[src/rtl/rcv_fifo_ptr_ctrl_if.sv]
// Push/pop request and pointer/status bundle between the receive FIFO users and its pointer controller.
// Latency: none; this is wiring only.
// Backpressure: carried by wr_ok/rd_ok, which the controller drives back to the requesters.
interface rcv_fifo_ptr_ctrl_if #(
    parameter int DEPTH = 4
);
    localparam int PTR_W = $clog2(DEPTH);
    localparam int CNT_W = $clog2(DEPTH + 1);

    logic             push;
    logic             pop;
    logic             flush;
    logic             err_clr;
    logic [PTR_W-1:0] tail_ptr;
    logic [PTR_W-1:0] head_ptr;
    logic             tail_tog;
    logic             head_tog;
    logic             wr_ok;
    logic             rd_ok;
    logic             full;
    logic             empty;
    logic             almost_full;
    logic             almost_empty;
    logic [CNT_W-1:0] count;
    logic             overflow;
    logic             underflow;

    modport master (
        output push, pop, flush, err_clr,
        input  tail_ptr, head_ptr, tail_tog, head_tog, wr_ok, rd_ok,
        input  full, empty, almost_full, almost_empty, count, overflow, underflow
    );

    modport slave (
        input  push, pop, flush, err_clr,
        output tail_ptr, head_ptr, tail_tog, head_tog, wr_ok, rd_ok,
        output full, empty, almost_full, almost_empty, count, overflow, underflow
    );
endinterface

[src/rtl/rcv_fifo_ptr_ctrl.sv]
// Head/tail pointer pair with wrap toggles, occupancy flags and sticky errors for the receive FIFO.
// Latency: wr_ok/rd_ok same cycle as the request; pointers, flags and count update one cycle later.
// Backpressure: a push is refused when full unless a pop frees a slot in the same cycle; a pop is refused when empty.
module rcv_fifo_ptr_ctrl #(
    parameter int DEPTH    = 4,
    parameter int AF_LEVEL = DEPTH - 1,
    parameter int AE_LEVEL = 1
) (
    input  logic                clk,
    input  logic                rst,
    rcv_fifo_ptr_ctrl_if.slave  bus
);
    localparam int PTR_W = $clog2(DEPTH);
    localparam int CNT_W = $clog2(DEPTH + 1);
    localparam logic [PTR_W-1:0] LAST_IDX = PTR_W'(DEPTH - 1);

    logic [PTR_W-1:0] tail_ptr_q, tail_ptr_d;
    logic [PTR_W-1:0] head_ptr_q, head_ptr_d;
    logic             tail_tog_q, tail_tog_d;
    logic             head_tog_q, head_tog_d;
    logic             overflow_q, overflow_d;
    logic             underflow_q, underflow_d;

    logic             empty_w;
    logic             full_w;
    logic [CNT_W-1:0] count_w;
    logic             wr_ok_w;
    logic             rd_ok_w;

    // Decode status from registered state only, then qualify the requests against it.
    always_comb begin
        empty_w = (head_ptr_q == tail_ptr_q) && (head_tog_q == tail_tog_q);
        full_w  = (head_ptr_q == tail_ptr_q) && (head_tog_q != tail_tog_q);
        if (head_tog_q == tail_tog_q) begin
            count_w = CNT_W'(tail_ptr_q) - CNT_W'(head_ptr_q);
        end else begin
            count_w = CNT_W'(DEPTH) - CNT_W'(head_ptr_q) + CNT_W'(tail_ptr_q);
        end
        // A pop in the same cycle frees the slot a full FIFO needs for the push.
        wr_ok_w = bus.push && (!full_w || bus.pop) && !bus.flush && !rst;
        rd_ok_w = bus.pop && !empty_w && !bus.flush && !rst;
    end

    // Next pointer/toggle values; the wrap at DEPTH-1 flips the toggle instead of rolling over in binary.
    always_comb begin
        tail_ptr_d = tail_ptr_q;
        tail_tog_d = tail_tog_q;
        head_ptr_d = head_ptr_q;
        head_tog_d = head_tog_q;
        if (bus.flush) begin
            tail_ptr_d = '0;
            tail_tog_d = 1'b0;
            head_ptr_d = '0;
            head_tog_d = 1'b0;
        end else begin
            if (wr_ok_w) begin
                if (tail_ptr_q == LAST_IDX) begin
                    tail_ptr_d = '0;
                    tail_tog_d = ~tail_tog_q;
                end else begin
                    tail_ptr_d = tail_ptr_q + PTR_W'(1);
                end
            end
            if (rd_ok_w) begin
                if (head_ptr_q == LAST_IDX) begin
                    head_ptr_d = '0;
                    head_tog_d = ~head_tog_q;
                end else begin
                    head_ptr_d = head_ptr_q + PTR_W'(1);
                end
            end
        end
    end

    // Sticky error flags: a refused request sets, err_clr clears, and a set in the same cycle wins.
    always_comb begin
        overflow_d  = (overflow_q && !bus.err_clr) || (bus.push && !wr_ok_w && !bus.flush);
        underflow_d = (underflow_q && !bus.err_clr) || (bus.pop && !rd_ok_w && !bus.flush);
    end

    // State registers; reset discards all contents immediately.
    always_ff @(posedge clk or posedge rst) begin
        if (rst) begin
            tail_ptr_q  <= '0;
            tail_tog_q  <= 1'b0;
            head_ptr_q  <= '0;
            head_tog_q  <= 1'b0;
            overflow_q  <= 1'b0;
            underflow_q <= 1'b0;
        end else begin
            tail_ptr_q  <= tail_ptr_d;
            tail_tog_q  <= tail_tog_d;
            head_ptr_q  <= head_ptr_d;
            head_tog_q  <= head_tog_d;
            overflow_q  <= overflow_d;
            underflow_q <= underflow_d;
        end
    end

    assign bus.tail_ptr     = tail_ptr_q;
    assign bus.head_ptr     = head_ptr_q;
    assign bus.tail_tog     = tail_tog_q;
    assign bus.head_tog     = head_tog_q;
    assign bus.wr_ok        = wr_ok_w;
    assign bus.rd_ok        = rd_ok_w;
    assign bus.full         = full_w;
    assign bus.empty        = empty_w;
    assign bus.almost_full  = (32'(count_w) >= AF_LEVEL);
    assign bus.almost_empty = (32'(count_w) <= AE_LEVEL);
    assign bus.count        = count_w;
    assign bus.overflow     = overflow_q;
    assign bus.underflow    = underflow_q;
endmodule

[src/flat_wrapper.sv]
// flat-port wrapper written by rule: the top's interface ports become plain ports
module rcv_fifo_ptr_ctrl_flat 
#(
    parameter int DEPTH    = 4,
    parameter int AF_LEVEL = DEPTH - 1,
    parameter int AE_LEVEL = 1
)
  (clk, rst, bus_push, bus_pop, bus_flush, bus_err_clr, bus_tail_ptr, bus_head_ptr, bus_tail_tog, bus_head_tog, bus_wr_ok, bus_rd_ok, bus_full, bus_empty, bus_almost_full, bus_almost_empty, bus_count, bus_overflow, bus_underflow);
  rcv_fifo_ptr_ctrl_if #(.DEPTH(DEPTH)) bus_i ();
  input  logic clk;
  input  logic rst;
  input wire logic [$bits(bus_i.push)-1:0] bus_push;
  input wire logic [$bits(bus_i.pop)-1:0] bus_pop;
  input wire logic [$bits(bus_i.flush)-1:0] bus_flush;
  input wire logic [$bits(bus_i.err_clr)-1:0] bus_err_clr;
  output wire logic [$bits(bus_i.tail_ptr)-1:0] bus_tail_ptr;
  output wire logic [$bits(bus_i.head_ptr)-1:0] bus_head_ptr;
  output wire logic [$bits(bus_i.tail_tog)-1:0] bus_tail_tog;
  output wire logic [$bits(bus_i.head_tog)-1:0] bus_head_tog;
  output wire logic [$bits(bus_i.wr_ok)-1:0] bus_wr_ok;
  output wire logic [$bits(bus_i.rd_ok)-1:0] bus_rd_ok;
  output wire logic [$bits(bus_i.full)-1:0] bus_full;
  output wire logic [$bits(bus_i.empty)-1:0] bus_empty;
  output wire logic [$bits(bus_i.almost_full)-1:0] bus_almost_full;
  output wire logic [$bits(bus_i.almost_empty)-1:0] bus_almost_empty;
  output wire logic [$bits(bus_i.count)-1:0] bus_count;
  output wire logic [$bits(bus_i.overflow)-1:0] bus_overflow;
  output wire logic [$bits(bus_i.underflow)-1:0] bus_underflow;
  assign bus_i.push = bus_push;
  assign bus_i.pop = bus_pop;
  assign bus_i.flush = bus_flush;
  assign bus_i.err_clr = bus_err_clr;
  assign bus_tail_ptr = bus_i.tail_ptr;
  assign bus_head_ptr = bus_i.head_ptr;
  assign bus_tail_tog = bus_i.tail_tog;
  assign bus_head_tog = bus_i.head_tog;
  assign bus_wr_ok = bus_i.wr_ok;
  assign bus_rd_ok = bus_i.rd_ok;
  assign bus_full = bus_i.full;
  assign bus_empty = bus_i.empty;
  assign bus_almost_full = bus_i.almost_full;
  assign bus_almost_empty = bus_i.almost_empty;
  assign bus_count = bus_i.count;
  assign bus_overflow = bus_i.overflow;
  assign bus_underflow = bus_i.underflow;
  rcv_fifo_ptr_ctrl #(.DEPTH(DEPTH), .AF_LEVEL(AF_LEVEL), .AE_LEVEL(AE_LEVEL)) u_core (.clk(clk), .rst(rst), .bus(bus_i));
endmodule
[config.mk]
export PLATFORM = sky130hd
export DESIGN_NAME = rcv_fifo_ptr_ctrl_flat
export DESIGN_NICKNAME = d
export VERILOG_FILES = /design/src/rtl/rcv_fifo_ptr_ctrl_if.sv /design/src/rtl/rcv_fifo_ptr_ctrl.sv /design/src/flat_wrapper.sv
export SDC_FILE = /design/constraint.sdc
export NUM_CORES = 1
export LEC_CHECK = 0
export ABC_AREA = 0
export BUFFER_PORTS_ARGS = -buffer_cell sky130_fd_sc_hd__buf_4
export CAP_MARGIN = 5
export CELL_PAD_IN_SITES_DETAIL_PLACEMENT = 1
export CELL_PAD_IN_SITES_GLOBAL_PLACEMENT = 2
export CORE_MARGIN = 1
export CORE_UTILIZATION = 28
export CTS_CLUSTER_DIAMETER = 40
export DETAILED_ROUTE_END_ITERATION = 10
export HOLD_SLACK_MARGIN = 0.1
export PLACE_DENSITY = 0.77
export SYNTH_ARGS = -nofsm -noshare
export SYNTH_HDL_FRONTEND = slang
export SYNTH_SLANG_ARGS = --single-unit
[constraint.sdc]
create_clock -name clk -period 3.5 [get_ports clk]
set_input_delay 0.175 -clock clk [delete_from_list [all_inputs] [get_ports clk]]
set_output_delay 0.175 -clock clk [all_outputs]
set_load 0.03 [all_outputs]
==> results.py <==
metrics = {
    "outcome": {
        "status": "complete, no violations",
    },
    "synth": {
        "syn_inst": 64,
        "syn_avg_cell_area_um2": 9.21,
        "synth_compound_area_share_pct": 11.9,
        "yosys.area_share.adder_pct": 11.9,
        "synth.top_cell.area_share_pct": 34.0,
        "seq_area_frac_synth_pct": 34.0,
        "syn_area_um2": 589,
        "yosys_warnings": 0,
        "yosysTopAreaCell": "dfrtp_1",
        "yosys.area_share.simple_pct": 18.5,
        "synth_cell_types": 23,
        "synth-xor-area-share_pct": 4.46,
        "synth.area.top_cells": "dfrtp_1 (34%), ha_1 (8.5%), inv_1 (7.6%)",
        "synth_nets": 75,
        "synth_top_family_by_area": "simple AND/OR/NAND/NOR gates",
        "synth.area.mux_share_pct": 11.0,
        "synth_seq_cells": 8,
    },
    "routing": {
        "ant_nets": 0,
        "wire_per_inst_um": 13.9,
        "drtIter0Drc": 3,
        "via_count": 552,
        "wirelength_um": 1620,
        "route.detailed.drc": 0,
        "drtPass1Iterations": 2,
        "viasPerCell": 4.72,
    },
    "timing": {
        "relSlewSlack_pct": 67.0,
        "period_share_pct": 63.2,
        "rsz0062_at_grt": "no",
        "hold_viol_final": 0,
        "fin_worst_skew_ns": 0.00982,
        "fin_setup_tns_ns": 0,
        "fmax_mhz": 452,
        "period_minus_slack_ns": 2.21,
        "tightest_slew_ns": 0.494,
        "drv_slew": 0,
        "setup_viol": 0,
    },
    "critical_path": {
        "startpoint": "u_core.bus.head_ptr[1]",
        "timing.rr.start": "u_core.bus.head_ptr[1]",
        "crit_type": "reg2out",
        "worstPathRequired_ns": 3.32,
        "arrival_ns": 2.04,
        "crit_path_end_kind": "output port",
        "critPathMaxFanout": 5,
        "cp_cell_sequence": "inv_1, ha_1, and3b_1, a21oi_1, nor2b_1, buf_4",
        "slowest_stage": "dfrtp_1",
        "critPathMaxStageDelay_ns": 0.45,
        "start_kind": "flip-flop",
    },
    "power": {
        "p_clk_share_pct": 27.3,
        "seqPwrFrac_pct": 36.2,
        "leakagePower_uw": 0.000435,
        "swShare_pct": 37.2,
        "p_int_uw": 176,
        "p_switching_uw": 104,
        "ir_worst_vdd_uv": 146,
        "pwr-share-comb_pct": 36.5,
        "p_per_area_mw_per_mm2": 340,
    },
    "global_route": {
        "grt_max_degree": 17,
        "grt_overflow": 0,
        "use_met1_pct": 20.8,
        "busiest_layer": "met2",
        "track_usage_pct": 16.9,
        "grt_first_pass_wirelength_um": 2590,
        "antenna_found_initial": 0,
        "met2_usage_pct": 28.9,
        "first_global_vias": 543,
        "grt_use_met3_pct": 3.40,
    },
    "cts": {
        "cts.sinks": 8,
        "post_cts_buffers": 0,
        "cts_tree": "done",
        "cts_hold_buf": 2,
        "htreeDepth": 1,
        "cts-root-buf": "clkbuf_4",
        "clockBufferDepth": 2,
        "cts_inserted_buffers": 3,
        "path_clk_slew_ns": 0.07,
        "ctsResizeCount": 0,
        "clk_latency_ns": 0.26,
    },
    "floorplan": {
        "core_mm2": 0.00196,
        "die_w_um": 47.9,
        "io_pins": 23,
        "die_h_um": 47.9,
        "num_rows": 16,
        "fp.dieArea_mm2": 0.00229,
        "start_util_pct": 30.0,
    },
    "worst_hold_path": {
        "hp-class": "in2reg",
        "min_from": "bus_push",
    },
    "final_layout": {
        "num-nets-final": 103,
        "area.growth.synth_to_final_pct": 40.3,
        "nFillCells": 263,
        "multi_input_area_um2": 340,
        "drive_gt1_share_pct": 33.3,
        "seqCellArea_um2": 200,
        "fin_cells": 117,
        "n_antenna_cell": 0,
    },
    "placement": {
        "io_buffers": 22,
        "post-place-cells": 112,
        "dp_hpwl_um": 1290,
        "place.gp.congestion": 0.689,
    },
    "flow_run": {
        "cap_violations": 0,
    },
}
[cell usage in the layout, fill, tap and decap left out]
cell type	count
nor2b_1	5
xnor2_1	2
and3b_1	1
nor2_1	6
a21oi_1	2
nand2b_1	5
xor2_1	1
and2_1	1
o2111ai_1	1
inv_1	12
mux2_2	4
ha_1	4
o21ai_0	1
a311oi_2	1
dlygate4sd3_1	2
clkbuf_4	3
nand2_1	1
dfrtp_1	8
o32ai_1	2
buf_4	22
a31oi_1	1
fa_1	1
nor3_1	1
a211oi_1	1
mux2i_1	2
[layout make-up]
class	instances	area share, %
repair buffers	24	22.4
inverters	12	5.45
clock buffers	3	2.72
flip-flops and latches	8	24.2
well taps	27	4.08
multi-input cells	43	41.1
[stage by stage]
| stage | util (%) | power [µW] | setup slack [ns] | hold slack, ns | instance area [µm²] |
|---|---|---|---|---|---|
| after detailed placement | 40.0 | 205 | 1.55 | 0.212 | 785 |
| final | 42.2 | 281 | 1.29 | 0.206 | 827 |
| after global routing | 42.2 | 297 | 1.15 | 0.205 | 827 |
| after CTS | 42.2 | 284 | 1.27 | 0.206 | 827 |
| after global placement | 40.0 | 203 | 1.59 | 0.205 | 785 |
| after floorplan | - | 166 | 1.34 | -0.000994 | 589 |
[logic make-up (layout without fill, tap and decap cells)]
family / after synthesis / count (layout)
multiplexers: 6 / 6
XOR/XNOR: 3 / 3
buffers and inverters: 13 / 39
AO/OA/AOI/OAI: 9 / 9
AND/OR/NAND/NOR: 20 / 20
flip-flops: 8 / 8
adder cells (fa/ha/maj): 5 / 5
[synthesized netlist by cell type]
library cell   n
fa_1           1
and2_1         1
o2111ai_1      1
and3b_1        1
a311oi_2       1
mux2_2         4
o21ai_0        1
ha_1           4
nand2_1        1
inv_1         12
nand2b_1       5
nor2b_1        5
a31oi_1        1
nor3_1         1
o32ai_1        2
mux2i_1        2
dfrtp_1        8
a21oi_1        2
a211oi_1       1
xor2_1         1
clkbuf_1       1
xnor2_1        2
nor2_1         6
[worst paths after layout]
| check | end | cells after the start | slack (ns) |
|---|---|---|---|
| max in group asynchronous | u_core.bus.head_ptr[1] | 3 | 2.76 |
| min in group asynchronous | u_core.bus.underflow | 3 | 0.46 |
| max | bus_wr_ok | 6 | 1.29 |
| min | u_core.bus.overflow | 3 | 0.21 |
| max reg2reg | u_core.bus.tail_ptr[0] | 5 | 1.58 |
| min reg2reg | u_core.bus.underflow | 2 | 0.55 |
[power groups by stage]
stage                     clock network (µW)  logic [µW]  registers (µW)
after floorplan                            0        54.1             112
after global placement                     0         100             103
after detailed placement                   0         101             103
after CTS                               78.9         103             102
after global routing                    83.4         111             102
final                                   76.8         103             102
[critical path, delay by kind of cell, from the launching register on]
family	cells	cell delay (ns)
DFF	1	0.45
AOI/OAI and AO/OA	1	0.32
and+or+nand+nor	2	0.41
buffers and inverters	2	0.25
adders and majority gates	1	0.35
[metal layers]
layer	wire, µm	share of wire (%)
met1	702	43
met2	820	51
met3	79	4.9
met4	19	1.2
met5	0	0
[flip-flops by register name, summed over array words and instances (netlist names)]
register	count
u_core.bus.head_ptr	2
u_core.bus.head_tog	1
u_core.bus.tail_ptr	2
u_core.bus.tail_tog	1
u_core.bus.underflow	1
u_core.bus.overflow	1
(Power assumes the default switching activity.)
